[src/rtl/pipe_pkg.sv]
// Shared pipeline definitions for the ID-stage hazard scoreboard: stage indices,
// scoreboard entry layout and forward-select width helper.
package pipe_pkg;
    localparam int STG_EX  = 0;
    localparam int STG_MEM = 1;
    localparam int STG_WB  = 2;

    // Entry fields are sized for the largest supported configuration; narrower
    // register indices and stage numbers are zero-extended on the way in.
    localparam int SB_DST_W = 8;
    localparam int SB_RDY_W = 4;

    typedef struct packed {
        logic                v;
        logic [SB_DST_W-1:0] dst;
        logic [SB_RDY_W-1:0] rdy;
    } sb_entry_t;

    function automatic int sel_w(input int depth);
        return $clog2(depth + 1);
    endfunction
endpackage

[src/rtl/id_hazard_scoreboard_if.sv]
// ID-stage hazard bus: decoded operand/destination info in, stall/bubble/forward controls out.
interface id_hazard_scoreboard_if
    import pipe_pkg::*;
#(
    parameter int REG_W = 5,
    parameter int DEPTH = 3,
    parameter int CNT_W = 16
) ();
    localparam int SEL_W = sel_w(DEPTH);

    logic             id_valid;
    logic [REG_W-1:0] id_rs;
    logic [REG_W-1:0] id_rt;
    logic             id_rs_used;
    logic             id_rt_used;
    logic             id_in_id;
    logic             id_regwrite;
    logic [REG_W-1:0] id_dst;
    logic             id_is_load;
    logic             id_flush;
    logic             pipe_hold;
    logic             cnt_clr;
    logic             pc_ifid_we;
    logic             bubble;
    logic [SEL_W-1:0] fwd_rs_sel;
    logic [SEL_W-1:0] fwd_rt_sel;
    logic [CNT_W-1:0] stall_cnt;

    modport master (
        output id_valid, id_rs, id_rt, id_rs_used, id_rt_used, id_in_id,
               id_regwrite, id_dst, id_is_load, id_flush, pipe_hold, cnt_clr,
        input  pc_ifid_we, bubble, fwd_rs_sel, fwd_rt_sel, stall_cnt
    );

    modport slave (
        input  id_valid, id_rs, id_rt, id_rs_used, id_rt_used, id_in_id,
               id_regwrite, id_dst, id_is_load, id_flush, pipe_hold, cnt_clr,
        output pc_ifid_we, bubble, fwd_rs_sel, fwd_rt_sel, stall_cnt
    );
endinterface

[src/rtl/sb_match.sv]
// Priority finder: youngest valid scoreboard entry writing the source register,
// plus whether that producer is still too far from its ready stage.
module sb_match
    import pipe_pkg::*;
#(
    parameter int REG_W     = 5,
    parameter int DEPTH     = 3,
    parameter int RF_BYPASS = 0,
    parameter int KW        = 2
) (
    input  sb_entry_t [DEPTH-1:0] i_ents,
    input  logic [REG_W-1:0]      i_src,
    input  logic                  i_used,
    input  logic                  i_in_id,
    output logic                  o_hit,
    output logic [KW-1:0]         o_k,
    output logic                  o_late
);
    // A write-through regfile already returns the WB value, so that stage is never a hazard.
    localparam int NSCAN = (RF_BYPASS != 0) ? DEPTH - 1 : DEPTH;

    always_comb begin
        o_hit  = 1'b0;
        o_k    = '0;
        o_late = 1'b0;
        // Scan oldest to youngest so the youngest match is the last one written.
        for (int k = NSCAN - 1; k >= 0; k--) begin
            if (i_ents[k].v && i_used && (i_src != '0) &&
                (i_ents[k].dst == SB_DST_W'(i_src))) begin
                o_hit  = 1'b1;
                o_k    = KW'(k);
                o_late = ((i_in_id ? k : k + 1) < int'(i_ents[k].rdy));
            end
        end
    end
endmodule

[src/rtl/id_hazard_scoreboard.sv]
// ID-stage hazard unit: shift-register scoreboard of in-flight writes below ID,
// stall/bubble generation, ID forward selects and a saturating stall counter.
module id_hazard_scoreboard
    import pipe_pkg::*;
#(
    parameter int REG_W     = 5,
    parameter int DEPTH     = 3,
    parameter int ALU_RDY   = STG_MEM,
    parameter int LOAD_RDY  = STG_WB,
    parameter int RF_BYPASS = 0,
    parameter int CNT_W     = 16
) (
    input logic                   clk,
    input logic                   rst_n,
    id_hazard_scoreboard_if.slave bus
);
    localparam int SEL_W = sel_w(DEPTH);

    sb_entry_t [DEPTH-1:0]   r_sb;
    logic [CNT_W-1:0]        r_cnt;

    logic [1:0][REG_W-1:0]   w_src;
    logic [1:0]              w_used;
    logic [1:0]              w_hit;
    logic [1:0]              w_late;
    logic [1:0][SEL_W-1:0]   w_k;
    logic [1:0][SEL_W-1:0]   w_sel;
    logic                    w_haz;
    logic                    w_bubble;
    sb_entry_t               w_new;

    assign w_src  = {bus.id_rt, bus.id_rs};
    assign w_used = {bus.id_rt_used, bus.id_rs_used};

    for (genvar i = 0; i < 2; i++) begin : g_op
        sb_match #(
            .REG_W     (REG_W),
            .DEPTH     (DEPTH),
            .RF_BYPASS (RF_BYPASS),
            .KW        (SEL_W)
        ) u_match (
            .i_ents  (r_sb),
            .i_src   (w_src[i]),
            .i_used  (w_used[i]),
            .i_in_id (bus.id_in_id),
            .o_hit   (w_hit[i]),
            .o_k     (w_k[i]),
            .o_late  (w_late[i])
        );
        assign w_sel[i] = (w_hit[i] && !w_late[i]) ? w_k[i] + SEL_W'(1) : '0;
    end

    // A flushed instruction never stalls; it is simply replaced by a bubble.
    assign w_haz    = bus.id_valid & ~bus.id_flush & (|w_late);
    assign w_bubble = w_haz | bus.id_flush;

    assign bus.pc_ifid_we = ~bus.pipe_hold & ~w_haz;
    assign bus.bubble     = ~bus.pipe_hold & w_bubble;
    assign bus.fwd_rs_sel = w_sel[0];
    assign bus.fwd_rt_sel = w_sel[1];
    assign bus.stall_cnt  = r_cnt;

    assign w_new.v   = bus.id_valid & bus.id_regwrite & (bus.id_dst != '0) & ~w_bubble;
    assign w_new.dst = SB_DST_W'(bus.id_dst);
    assign w_new.rdy = bus.id_is_load ? SB_RDY_W'(LOAD_RDY) : SB_RDY_W'(ALU_RDY);

    always_ff @(posedge clk or negedge rst_n) begin
        if (!rst_n) begin
            r_sb <= '0;
        end else if (!bus.pipe_hold) begin
            for (int k = DEPTH - 1; k > 0; k--) r_sb[k] <= r_sb[k-1];
            r_sb[0] <= w_new;
        end
    end

    always_ff @(posedge clk or negedge rst_n) begin
        if (!rst_n) begin
            r_cnt <= '0;
        end else if (!bus.pipe_hold) begin
            if (bus.cnt_clr)                r_cnt <= '0;
            else if (w_haz && (r_cnt != '1)) r_cnt <= r_cnt + CNT_W'(1);
        end
    end
endmodule

[src/flat_wrapper.sv]
// flat-port wrapper written by rule: the top's interface ports become plain ports
module id_hazard_scoreboard_flat import pipe_pkg::*;
#(
    parameter int REG_W     = 5,
    parameter int DEPTH     = 3,
    parameter int ALU_RDY   = STG_MEM,
    parameter int LOAD_RDY  = STG_WB,
    parameter int RF_BYPASS = 0,
    parameter int CNT_W     = 16
)
  (clk, rst_n, bus_id_valid, bus_id_rs, bus_id_rt, bus_id_rs_used, bus_id_rt_used, bus_id_in_id, bus_id_regwrite, bus_id_dst, bus_id_is_load, bus_id_flush, bus_pipe_hold, bus_cnt_clr, bus_pc_ifid_we, bus_bubble, bus_fwd_rs_sel, bus_fwd_rt_sel, bus_stall_cnt);
  id_hazard_scoreboard_if #(.REG_W(REG_W), .DEPTH(DEPTH), .CNT_W(CNT_W)) bus_i ();
  input logic clk;
  input logic rst_n;
  input wire logic [$bits(bus_i.id_valid)-1:0] bus_id_valid;
  input wire logic [$bits(bus_i.id_rs)-1:0] bus_id_rs;
  input wire logic [$bits(bus_i.id_rt)-1:0] bus_id_rt;
  input wire logic [$bits(bus_i.id_rs_used)-1:0] bus_id_rs_used;
  input wire logic [$bits(bus_i.id_rt_used)-1:0] bus_id_rt_used;
  input wire logic [$bits(bus_i.id_in_id)-1:0] bus_id_in_id;
  input wire logic [$bits(bus_i.id_regwrite)-1:0] bus_id_regwrite;
  input wire logic [$bits(bus_i.id_dst)-1:0] bus_id_dst;
  input wire logic [$bits(bus_i.id_is_load)-1:0] bus_id_is_load;
  input wire logic [$bits(bus_i.id_flush)-1:0] bus_id_flush;
  input wire logic [$bits(bus_i.pipe_hold)-1:0] bus_pipe_hold;
  input wire logic [$bits(bus_i.cnt_clr)-1:0] bus_cnt_clr;
  output wire logic [$bits(bus_i.pc_ifid_we)-1:0] bus_pc_ifid_we;
  output wire logic [$bits(bus_i.bubble)-1:0] bus_bubble;
  output wire logic [$bits(bus_i.fwd_rs_sel)-1:0] bus_fwd_rs_sel;
  output wire logic [$bits(bus_i.fwd_rt_sel)-1:0] bus_fwd_rt_sel;
  output wire logic [$bits(bus_i.stall_cnt)-1:0] bus_stall_cnt;
  assign bus_i.id_valid = bus_id_valid;
  assign bus_i.id_rs = bus_id_rs;
  assign bus_i.id_rt = bus_id_rt;
  assign bus_i.id_rs_used = bus_id_rs_used;
  assign bus_i.id_rt_used = bus_id_rt_used;
  assign bus_i.id_in_id = bus_id_in_id;
  assign bus_i.id_regwrite = bus_id_regwrite;
  assign bus_i.id_dst = bus_id_dst;
  assign bus_i.id_is_load = bus_id_is_load;
  assign bus_i.id_flush = bus_id_flush;
  assign bus_i.pipe_hold = bus_pipe_hold;
  assign bus_i.cnt_clr = bus_cnt_clr;
  assign bus_pc_ifid_we = bus_i.pc_ifid_we;
  assign bus_bubble = bus_i.bubble;
  assign bus_fwd_rs_sel = bus_i.fwd_rs_sel;
  assign bus_fwd_rt_sel = bus_i.fwd_rt_sel;
  assign bus_stall_cnt = bus_i.stall_cnt;
  id_hazard_scoreboard #(.REG_W(REG_W), .DEPTH(DEPTH), .ALU_RDY(ALU_RDY), .LOAD_RDY(LOAD_RDY), .RF_BYPASS(RF_BYPASS), .CNT_W(CNT_W)) u_core (.clk(clk), .rst_n(rst_n), .bus(bus_i));
endmodule
[config.mk]
export PLATFORM = sky130hd
export DESIGN_NAME = id_hazard_scoreboard_flat
export DESIGN_NICKNAME = d
export VERILOG_FILES = /design/src/rtl/pipe_pkg.sv /design/src/rtl/id_hazard_scoreboard_if.sv /design/src/rtl/sb_match.sv /design/src/rtl/id_hazard_scoreboard.sv /design/src/flat_wrapper.sv
export SDC_FILE = /design/constraint.sdc
export NUM_CORES = 1
export LEC_CHECK = 0
export ABC_AREA = 1
export ABC_CLOCK_PERIOD_IN_PS = 2700
export BUFFER_PORTS_ARGS = -buffer_cell sky130_fd_sc_hd__buf_2
export CAP_MARGIN = 20
export CORE_MARGIN = 1.5
export CORE_UTILIZATION = 44
export CTS_CLUSTER_DIAMETER = 100
export CTS_CLUSTER_SIZE = 12
export DETAILED_ROUTE_END_ITERATION = 8
export PLACE_DENSITY = 0.65
export REMOVE_ABC_BUFFERS = 1
export SLEW_MARGIN = 20
export SYNTH_ARGS = -nofsm -noshare
export SYNTH_HDL_FRONTEND = slang
export SYNTH_SLANG_ARGS = --single-unit
[constraint.sdc]
create_clock -name clk -period 2.7 [get_ports clk]
set_clock_uncertainty 0.2 [all_clocks]
set_input_delay 0.405 -clock clk [delete_from_list [all_inputs] [get_ports clk]]
set_output_delay 0.405 -clock clk [all_outputs]
set_load 0.01 [all_outputs]
==> results of run 1 <==
-- flip-flops by register name, indices dropped and copies added, names as in the netlist --
register	count
u_core.bus.stall_cnt	16
u_core.r_sb	24
-- kinds of logic after synthesis --
kind of cell             Yosys count
AO/OA/AOI/OAI                     57
XOR/XNOR                           5
adder cells (fa/ha/maj)            2
buffers and inverters             67
flip-flops                        40
AND/OR/NAND/NOR                  234
-- final cells by class --
cell class | instances | share of cell area
Clock inverter | 1 | 0.00164
Clock buffer | 6 | 0.0238
Timing Repair Buffer | 50 | 0.0846
Sequential cell | 40 | 0.329
Inverter | 57 | 0.0703
Tap cell | 75 | 0.0308
Multi-Input combinational cell | 298 | 0.460
-- path summary, 6_finish.rpt --
check,slack [ps],cells past startpoint,end
max,170,11,bus_bubble
min reg2reg,290,2,u_core.r_sb[27]
max reg2reg,350,13,u_core.bus.stall_cnt[12]
min in group clk,130,3,u_core.r_sb[7]
max in group asynchronous,1670,1,u_core.bus.stall_cnt[15]
min,40,1,u_core.r_sb[33]
-- per-layer routing --
layer / routed length (um) / vias to the layer above / share of wire
li1: - / 1386 / -
met1: 2980 / 1189 / 0.45
met2: 3250 / 67 / 0.49
met3: 269 / 6 / 0.041
met4: 83 / 0 / 0.013
met5: 0 / - / 0
-- cell usage in the layout (no fill, tap or decap), drive strengths merged --
cell type	n
nand2	138
inv	57
buf	50
nor2	41
dfrtp	40
nand3	37
o21ai	30
a21oi	13
nor3	11
nand4	7
o22ai	6
clkbuf	6
xnor2	5
a31oi	2
o21bai	2
ha	2
a22oi	1
o32ai	1
o311a	1
a211oi	1
clkinv	1
-- worst register-to-register path, delay by kind of cell, from the launching register on --
| kind | cells | cell delay [ps] |
|---|---|---|
| AND/OR/NAND/NOR | 11 | 1410 |
| flip-flops | 1 | 420 |
| adder cells (fa/ha/maj) | 1 | 190 |
| buffers and inverters | 1 | 80 |
-- metrics by stage --
| stage | util | setup WS (ps) |
|---|---|---|
| 2_1_floorplan | - | 586 |
| 3_3_place_gp | 0.501 | 289 |
| 4_1_cts | 0.515 | 71.2 |
| 5_1_grt | 0.521 | -17.2 |
| 3_5_place_dp | 0.501 | 275 |
| 6_report | 0.521 | 169 |
-- timing repair --
action / 4_1_cts / 5_1_grt
hold endpoints to repair: 0 / 0
endpoints found under the setup margin: 0 / 2
buffers inserted: 0 / 1
gates resized for setup: 0 / 8
hold buffers: 0 / 0
-- power by group through the flow --
stage / registers [uW] / clock network (uW) / logic, uW
after global placement: 710 / 0 / 270
after global routing: 708 / 420 / 322
after CTS: 699 / 400 / 277
final: 700 / 384 / 278
after detailed placement: 711 / 0 / 275
after floorplan: 703 / 0 / 167
==> out/qor.yml, run 1 <==
status: "complete, no violations"
area_growth_pct: 15.3
reg2reg_from: "u_core.bus.stall_cnt[0]"
path_clk_slew_ps: 80
row_count: 28
intPower_uw: 924
avgSynthCellArea_um2: 6.52
place_congestion: 0.882
wl_um: 6580
viasPerCell: 5.02
diodes: 0
syn_area_um2: 2640
synth_most_common_cell: "nand2_1"
hold_viol: 0
core_area_um2: 5850
crit_buf_inv: 1
cts_buffers: 5
grt_max_degree: 41
hpwl_um: 4990
fin_hold_ws_ps: 42.1
worst_path_most_repeated_cell: "nand2_1"
netlist_top_cells_count: "nand2_1 (135), inv_1 (52), dfrtp_1 (40)"
first_global_vias: 2491
critical_path.top_delay_family: "simple AND/OR/NAND/NOR gates"
grt_pass1_wl_um: 11200
synthMuxAreaShare: 0
layout-drive-gt1-share: 0.170
cts_buffer_depth: 2
synth_top_family_by_area: "simple AND/OR/NAND/NOR gates"
final_area_um2: 3050
area.sequential_um2: 1000
swShare: 0.322
wl_per_cell_um: 12.5
ys_warn_count: 0
clk-insertion-delay-late_ps: 290
worstPathCellList: "xnor2_1 -> nand2_1 -> nor2_2 -> nand2_1 -> nand3_1 -> nand2_2 -> nand2_1 -> nand2_2 -> a21oi_2 -> nor2_1 -> buf_2"
cp_max_fo: 4
design_power_total_uw: 1360
synth_compound_area_frac: 0.120
grt_util_met1: 0.280
p_sw_uw: 438
ys_seq_elements: 40
stdcell_count: 527
die_h_um: 80.5
dp.cells: 519
antenna_found_initial: 0
min_period_over_period: 0.938
track_usage: 0.224
worstPathRequired_ps: 2100
slew_headroom: 0.380
synth_seq_area_share: 0.379
cts.root.buffer_cell: "clkbuf_8"
cts_sinks: 40
route.detailed.drc: 0
p_seq_frac: 0.514
worst_pin_slew_ps: 930
drtIter0Drc: 164
finalSetupViolCount: 0
startpoint: "u_core.r_sb[19]"
powerDensity_nw_per_um2: 447
port_buffers: 47
die_area_um2: 6480
cts_tree: "done"
fill_cells: 592
yosys.area.top_type_share: 0.379
io_pins: 48
synth_edf_count: 0
leakagePower_uw: 0.00162
cp-end-kind: "primary output"
synth_cell_types: 29
synthArstFlopShare: 1.00
synth_flop_cell: "dfrtp_1"
layout.nets: 480
met2_usage: 0.389
yosys-top-cells-area: "dfrtp_1 (38%), nand2_1 (19%), inv_1 (7.4%)"
synth-xor-area-share: 0.0166
start_util: 0.451
crit_type: "reg2out"
use_met3: 0.0341
maxCapViolations: 0
synth_top_area_cell: "dfrtp_1"
cp.arrival_ps: 1930
htreeDepth: 2
synth-adder-area-share: 0.00947
combPwrFrac: 0.204
crit_path_max_incr_delay_ps: 420
fin_crit_ps: 2530
drtAntennaViolNets: 0
ir_drop_mv: 0.263
syn_inst: 405
vias: 2648
drv_slew: 0
busiest_layer: "met2"
synthSimpleGateAreaFrac: 0.374
grt_overflow: 0
startpoint_type: "register"
placed_area_um2: 2930
multi_input_area_um2: 1400
min-delay-path-class: "in2async"
first_pass_iters: 4
clock.fmax_mhz: 395
crit_slowest_cell: "dfrtp_1"
pwr-share-clk: 0.282
setup-tns-final_ps: 0
die_w_um: 80.5
No activity file was read; power rests on OpenSTA's default activity.
==> run 2, diff against run 1 <==
Settings changed: CORE_MARGIN 1.5 to unset.
==> run 2 against run 1 <==
Compared with the run above:
- setup slack improved by 15 ps
- wire length up 2.6%
- first-iteration DRC count down 14%
- worst hold slack better by 4.8 ps
- final cell count is 0.19% higher
- critical path depth grew 1
- sequential share of layout area is 0.38 points lower
- die area shrank 2.5%
- count of clock-buffer cells in the layout increased by 2
- power rose by 3.8%
- global-route usage is 0.70 points higher
- largest cell class unchanged
==> out/qor.yml, run 2 (same netlist as run 1, synthesis figures left out) <==
die_h_um: 79.5  # -1.2%
finalSetupViolCount: 0  # unchanged
path_clk_slew_ps: 80  # about the same
dr_wl_met2_um: 3280  # +1.1%
p_sw_uw: 449  # +2.4%
cts.root.buffer_cell: "clkbuf_8"
cp_max_fo: 5  # +1
worstPathRequired_ps: 2100  # about the same
placed_area_um2: 2930  # -0.13%
combPwrFrac: 0.205  # about the same
track_usage: 0.231  # +0.00697
grt_max_degree: 41  # unchanged
dp.cells: 516  # -0.58%
clock.fmax_mhz: 397  # +0.61%
p_seq_frac: 0.497  # -0.017
final_area_um2: 3090  # +1.4%
ir_drop_mv: 0.248  # -5.5%
crit_slowest_cell: "dfrtp_1"
cp-end-kind: "primary output"
fin_hold_ws_ps: 46.9  # +4.84 ps
min_period_over_period: 0.932  # -0.00566
final_common_cell: "nand2_1"
regMostFlops: "u_core.r_sb"
layout-drive-gt1-share: 0.189  # +0.0182
clk-insertion-delay-late_ps: 290  # about the same
start_util: 0.468  # +0.0167
hold_viol: 0  # unchanged
worst_pin_slew_ps: 927  # -2.69 ps
worst_path_most_repeated_cell: "nand2_1"
row_count: 27  # -3.6%
wl_per_cell_um: 12.8  # +2.4%
route.detailed.drc: 0  # unchanged
min-delay-path-class: "in2async"
place_congestion: 0.892  # +1.2%
routed-wl-met3_um: 263  # -2.2%
design_power_total_uw: 1410  # +3.8%
cts_buffers: 5  # unchanged
layout.nets: 483  # +0.63%
grt_pass1_wl_um: 11300  # +1.2%
die_area_um2: 6320  # -2.5%
dr.max_layer_used: "met4"
htreeDepth: 2  # unchanged
drtAntennaViolNets: 0  # unchanged
cts_sinks: 40  # unchanged
drv_slew: 0  # unchanged
status: "complete, no violations"
grt_overflow: 0  # unchanged
intPower_uw: 965  # +4.5%
m1WireLength_um: 3080  # +3.4%
first_pass_iters: 4  # unchanged
startpoint_type: "register"
worstPathCellList: "inv_1 -> o22ai_1 -> nor2_1 -> nand3_1 -> nand2_1 -> inv_1 -> nand2_1 -> nand2_1 -> nand2_2 -> a21oi_1 -> nor2_1 -> buf_2"
diodes: 0  # unchanged
port_buffers: 47  # unchanged
vias: 2732  # +3.2%
die_w_um: 79.5  # -1.2%
crit_path_max_incr_delay_ps: 400  # -20 ps
ff2ff_setup_slack_ps: 300  # -50 ps
maxCapViolations: 0  # unchanged
largest_reg_flops: 24  # unchanged
crit_type: "reg2out"
first_global_vias: 2541  # +2.0%
core_area_um2: 5640  # -3.6%
leakagePower_uw: 0.00164  # +1.3%
hold_buffers: 0  # unchanged
io_pins: 48  # unchanged
cp.arrival_ps: 1910  # -20 ps
antenna_found_initial: 0  # unchanged
stdcell_count: 528  # +0.19%
fin_crit_ps: 2520  # -15.3 ps
area_growth_pct: 17.0
wl_um: 6760  # +2.6%
viasPerCell: 5.17  # +3.0%
final_cell_mix: "nand2_1 (134), inv_1 (50), buf_2 (47)"
cts_tree: "done"
r2r_cells: 13  # unchanged
swShare: 0.317  # -0.00442
drtIter0Drc: 141  # -14%
hpwl_um: 4990  # about the same
cts_buffer_depth: 2  # unchanged
pwr-share-clk: 0.298  # +0.016
powerDensity_nw_per_um2: 458  # +2.4%
slew_headroom: 0.382  # +0.00180
==> run 2: changes by cell type in the layout (fill, tap and decap cells not counted), sizes merged <==
cell / previous run / this run
clkbuf: 6 / 8
buf: 50 / 53
clkinv: 1 / 0
==> run 2: power by group through the flow <==
stage | sequential [uW] | clock, uW | combinational [uW]
final | 702 | 421 | 290
after global placement | 710 | 0 | 271
after global routing | 710 | 460 | 332
after floorplan | 703 | 0 | 167
after CTS | 699 | 438 | 278
after detailed placement | 711 | 0 | 276
==> run 2: final timing paths <==
path | start | to
worst min register to register | u_core.r_sb[26] | u_core.r_sb[26]
worst max-delay path | u_core.r_sb[6] | bus_bubble
min in group clk | bus_id_dst[3] | u_core.r_sb[7]
worst min-delay path | rst_n | u_core.r_sb[19]
max in group asynchronous | rst_n | u_core.r_sb[30]
worst max register to register | u_core.bus.stall_cnt[0] | u_core.bus.stall_cnt[6]
==> run 2: per-stage QoR <==
step | util | TNS, ps | setup WS (ps)
after floorplan | - | 0 | 586
after global placement | 0.519 | 0 | 267
after detailed placement | 0.519 | 0 | 247
after CTS | 0.535 | 0 | 68.7
after global routing | 0.548 | -12.4 | -12.4
final | 0.548 | 0 | 184
==> run 2: worst max-delay path: cells and delay by family, from the launching register on <==
| kind | cells | cell delay (ps) |
|---|---|---|
| compound gates | 2 | 160 |
| buf+inv | 3 | 320 |
| simple gates | 7 | 750 |
| flops | 1 | 400 |
==> run 2: routing by layer <==
| layer | track usage | up-vias |
|---|---|---|
| met5 | 0 | - |
| met4 | 0.0745 | 0 |
| met3 | 0.0400 | 12 |
| met2 | 0.404 | 58 |
| met1 | 0.284 | 1268 |
| li1 | - | 1394 |
==> run 2: cell type report <==
type                    instances  area (um2)
fillers                       615        2550
multi-input cells             298        1410
flip-flops and latches         40        1000
repair buffers                 53         280
inverters                      57         214
clock buffers                   8        90.1
well taps                      72        90.1
==> run 2: what timing repair did <==
item,in CTS,in global routing
gates resized for setup,0,14
setup buffers,0,4
endpoints found under the setup margin,0,2
==> run 3, diff against run 2 <==
Settings changed: ABC_CLOCK_PERIOD_IN_PS 2700 to 2400, PLACE_DENSITY 0.65 to 0.75.
Clock period 2.7 ns to 2.4 ns, I/O delays scaled along.
==> run 3 against run 2 <==
Compared with the run above:
- the run now ends with negative setup slack left
- die area stayed put
- global-route usage up 1.4 points
- via count is 9.7% higher
- combinational power up 40%
- sequential share of layout area shrank 3.7 points
- first-iteration DRC count rose by 62%
- wire length rose by 15%
- critical endpoint unchanged
- largest cell class unchanged
- highest routed layer unchanged
==> out/qor.yml, run 3 (same netlist as run 1, synthesis figures left out) <==
busiest_layer: "met2"
final_cell_mix: "nand2_1 (116), buf_2 (47), inv_1 (44)"
crit_path_max_incr_delay_ps: 460  # +60 ps
port_buffers: 47  # unchanged
clk-insertion-delay-late_ps: 300  # about the same
die_area_um2: 6320  # unchanged
crit_type: "reg2out"
status: "finished, violations left"
first_pass_iters: 6  # +2
row_count: 27  # unchanged
crit_buf_inv: 1  # -2
min_period_over_period: 1.07
use_met3: 0.0423  # +0.00229
cp.arrival_ps: 2010  # +100 ps
worst_pin_slew_ps: 991  # +63.3 ps
ir_drop_mv: 0.300  # +21%
start_util: 0.468  # unchanged
worst_path_most_repeated_cell: "nand2_1"
setup-tns-final_ps: -239  # -239 ps
rsz0062_at_grt: "true"
hpwl_um: 5120  # +2.6%
design_power_total_uw: 1680  # +19%
post-route-util: 0.617  # +0.0694
place_worst_setup_slack_ps: 32.1  # -215 ps
drtAntennaViolNets: 0  # unchanged
core_area_um2: 5640  # unchanged
hold_viol: 0  # unchanged
cp_max_fo: 4  # -1
cts_sinks: 40  # unchanged
slew_headroom: 0.339  # -0.0429
first_global_vias: 2602  # +2.4%
cts_buffer_depth: 2  # unchanged
diodes: 0  # unchanged
crit_slowest_cell: "dfrtp_2"
cts_tree: "done"
clock.fmax_mhz: 390
regMostFlops: "u_core.r_sb"
fin_crit_ps: 2570
powerDensity_nw_per_um2: 484  # +5.7%
worstPathRequired_ps: 1840  # -260 ps
largest_reg_flops: 24  # unchanged
grt_overflow: 0  # unchanged
placed_area_um2: 2950  # +0.77%
antenna_found_initial: 0  # unchanged
worst_slack_ps: -166  # -350 ps
min-delay-path-class: "in2reg"
viasPerCell: 5.49  # +6.1%
met2_usage: 0.419  # +0.0145
wl_um: 7800  # +15%
path_clk_slew_ps: 80  # about the same
startpoint_type: "register"
wl_per_cell_um: 14.3  # +12%
die_h_um: 79.5  # unchanged
final_common_cell: "nand2_1"
layout-drive-gt1-share: 0.323  # +0.134
track_usage: 0.245  # +0.0141
cp-end-kind: "primary output"
maxCapViolations: 0  # unchanged
die_w_um: 79.5  # unchanged
grt_util_met1: 0.307  # +0.0227
place_congestion: 0.955  # +7.0%
final_area_um2: 3480  # +13%
startpoint: "u_core.r_sb[21]"
route.detailed.drc: 0  # unchanged
htreeDepth: 2  # unchanged
grt_pass1_wl_um: 11900  # +5.4%
drtIter0Drc: 229  # +62%
drv_slew: 0  # unchanged
vias: 2997  # +9.7%
violations: "negative setup slack"
grt_max_degree: 37  # -9.8%
reg2reg_from: "u_core.bus.stall_cnt[1]"
leakagePower_uw: 0.00175  # +7.0%
cts_buffers: 5  # unchanged
hp-start: "bus_id_dst[3]"
area_growth_pct: 31.8
layout.nets: 501  # +3.7%
finalSetupViolCount: 2  # +2
worstPathCellList: "nand2_1 -> nand2_1 -> nor2_4 -> nand2_2 -> o21ai_2 -> nand2_1 -> nor2_4 -> nor2_2 -> nand2_4 -> a21oi_2 -> nor2_2 -> buf_2"
cts.root.buffer_cell: "clkbuf_8"
critical_path.top_delay_family: "simple AND/OR/NAND/NOR gates"
io_pins: 48  # unchanged
-- run 3: cell count changes in the layout (fill, tap and decap cells not counted), sizes merged --
cell	change
buf	+14
clkinvlp	+2
nand2	+2
clkbuf	-1
dlygate4sd3	+1
-- run 3: final cells by class --
type | instances | area, um2
Sequential cell | 40 | 1000
Multi-Input combinational cell | 300 | 1640
Clock buffer | 6 | 82.6
Fill cell | 510 | 2160
Clock inverter | 2 | 15.0
Inverter | 57 | 214
Tap cell | 72 | 90.1
Timing Repair Buffer | 69 | 433
-- run 3: where the power goes --
part,switching (uW),leakage (uW),internal [uW],total [uW]
registers,62.9,0.000517,729,792
clock network,254,0.0000434,233,487
logic,245,0.00119,160,405
-- run 3: worst min-delay path: stages --
cell	delay, ps
buf_2	90
nand2_1	40
o21ai_0	50
-- run 3: layer usage --
layer / routed length [um] / vias to the layer above
met1: 3210 / 1382
met4: 184 / 0
li1: - / 1441
met3: 560 / 23
met5: 0 / -
met2: 3840 / 151
-- run 3: final timing paths --
path | cells past startpoint | slack [ps] | to
min in group asynchronous | 2 | 400 | u_core.r_sb[19]
setup / recovery | 12 | -170 | bus_bubble
hold / removal | 3 | 80 | u_core.r_sb[7]
max in group asynchronous | 3 | 1040 | u_core.r_sb[14]
hold reg to reg | 2 | 290 | u_core.r_sb[26]
setup reg to reg | 13 | 0 | u_core.bus.stall_cnt[3]
-- run 3: metrics by stage --
stage	hold WS, ps	cells
6_report	76.6	546
3_3_place_gp	193	519
5_1_grt	105	546
4_1_cts	78.3	532
2_1_floorplan	-136	395
3_5_place_dp	198	519
-- run 3: repair_timing --
item	CTS	global route
endpoints found under the hold margin	24	0
pin swaps	10	35
setup buffers	4	11
resized for setup	8	64
setup endpoints to repair	19	21
cloned	0	3
hold buffers	1	0
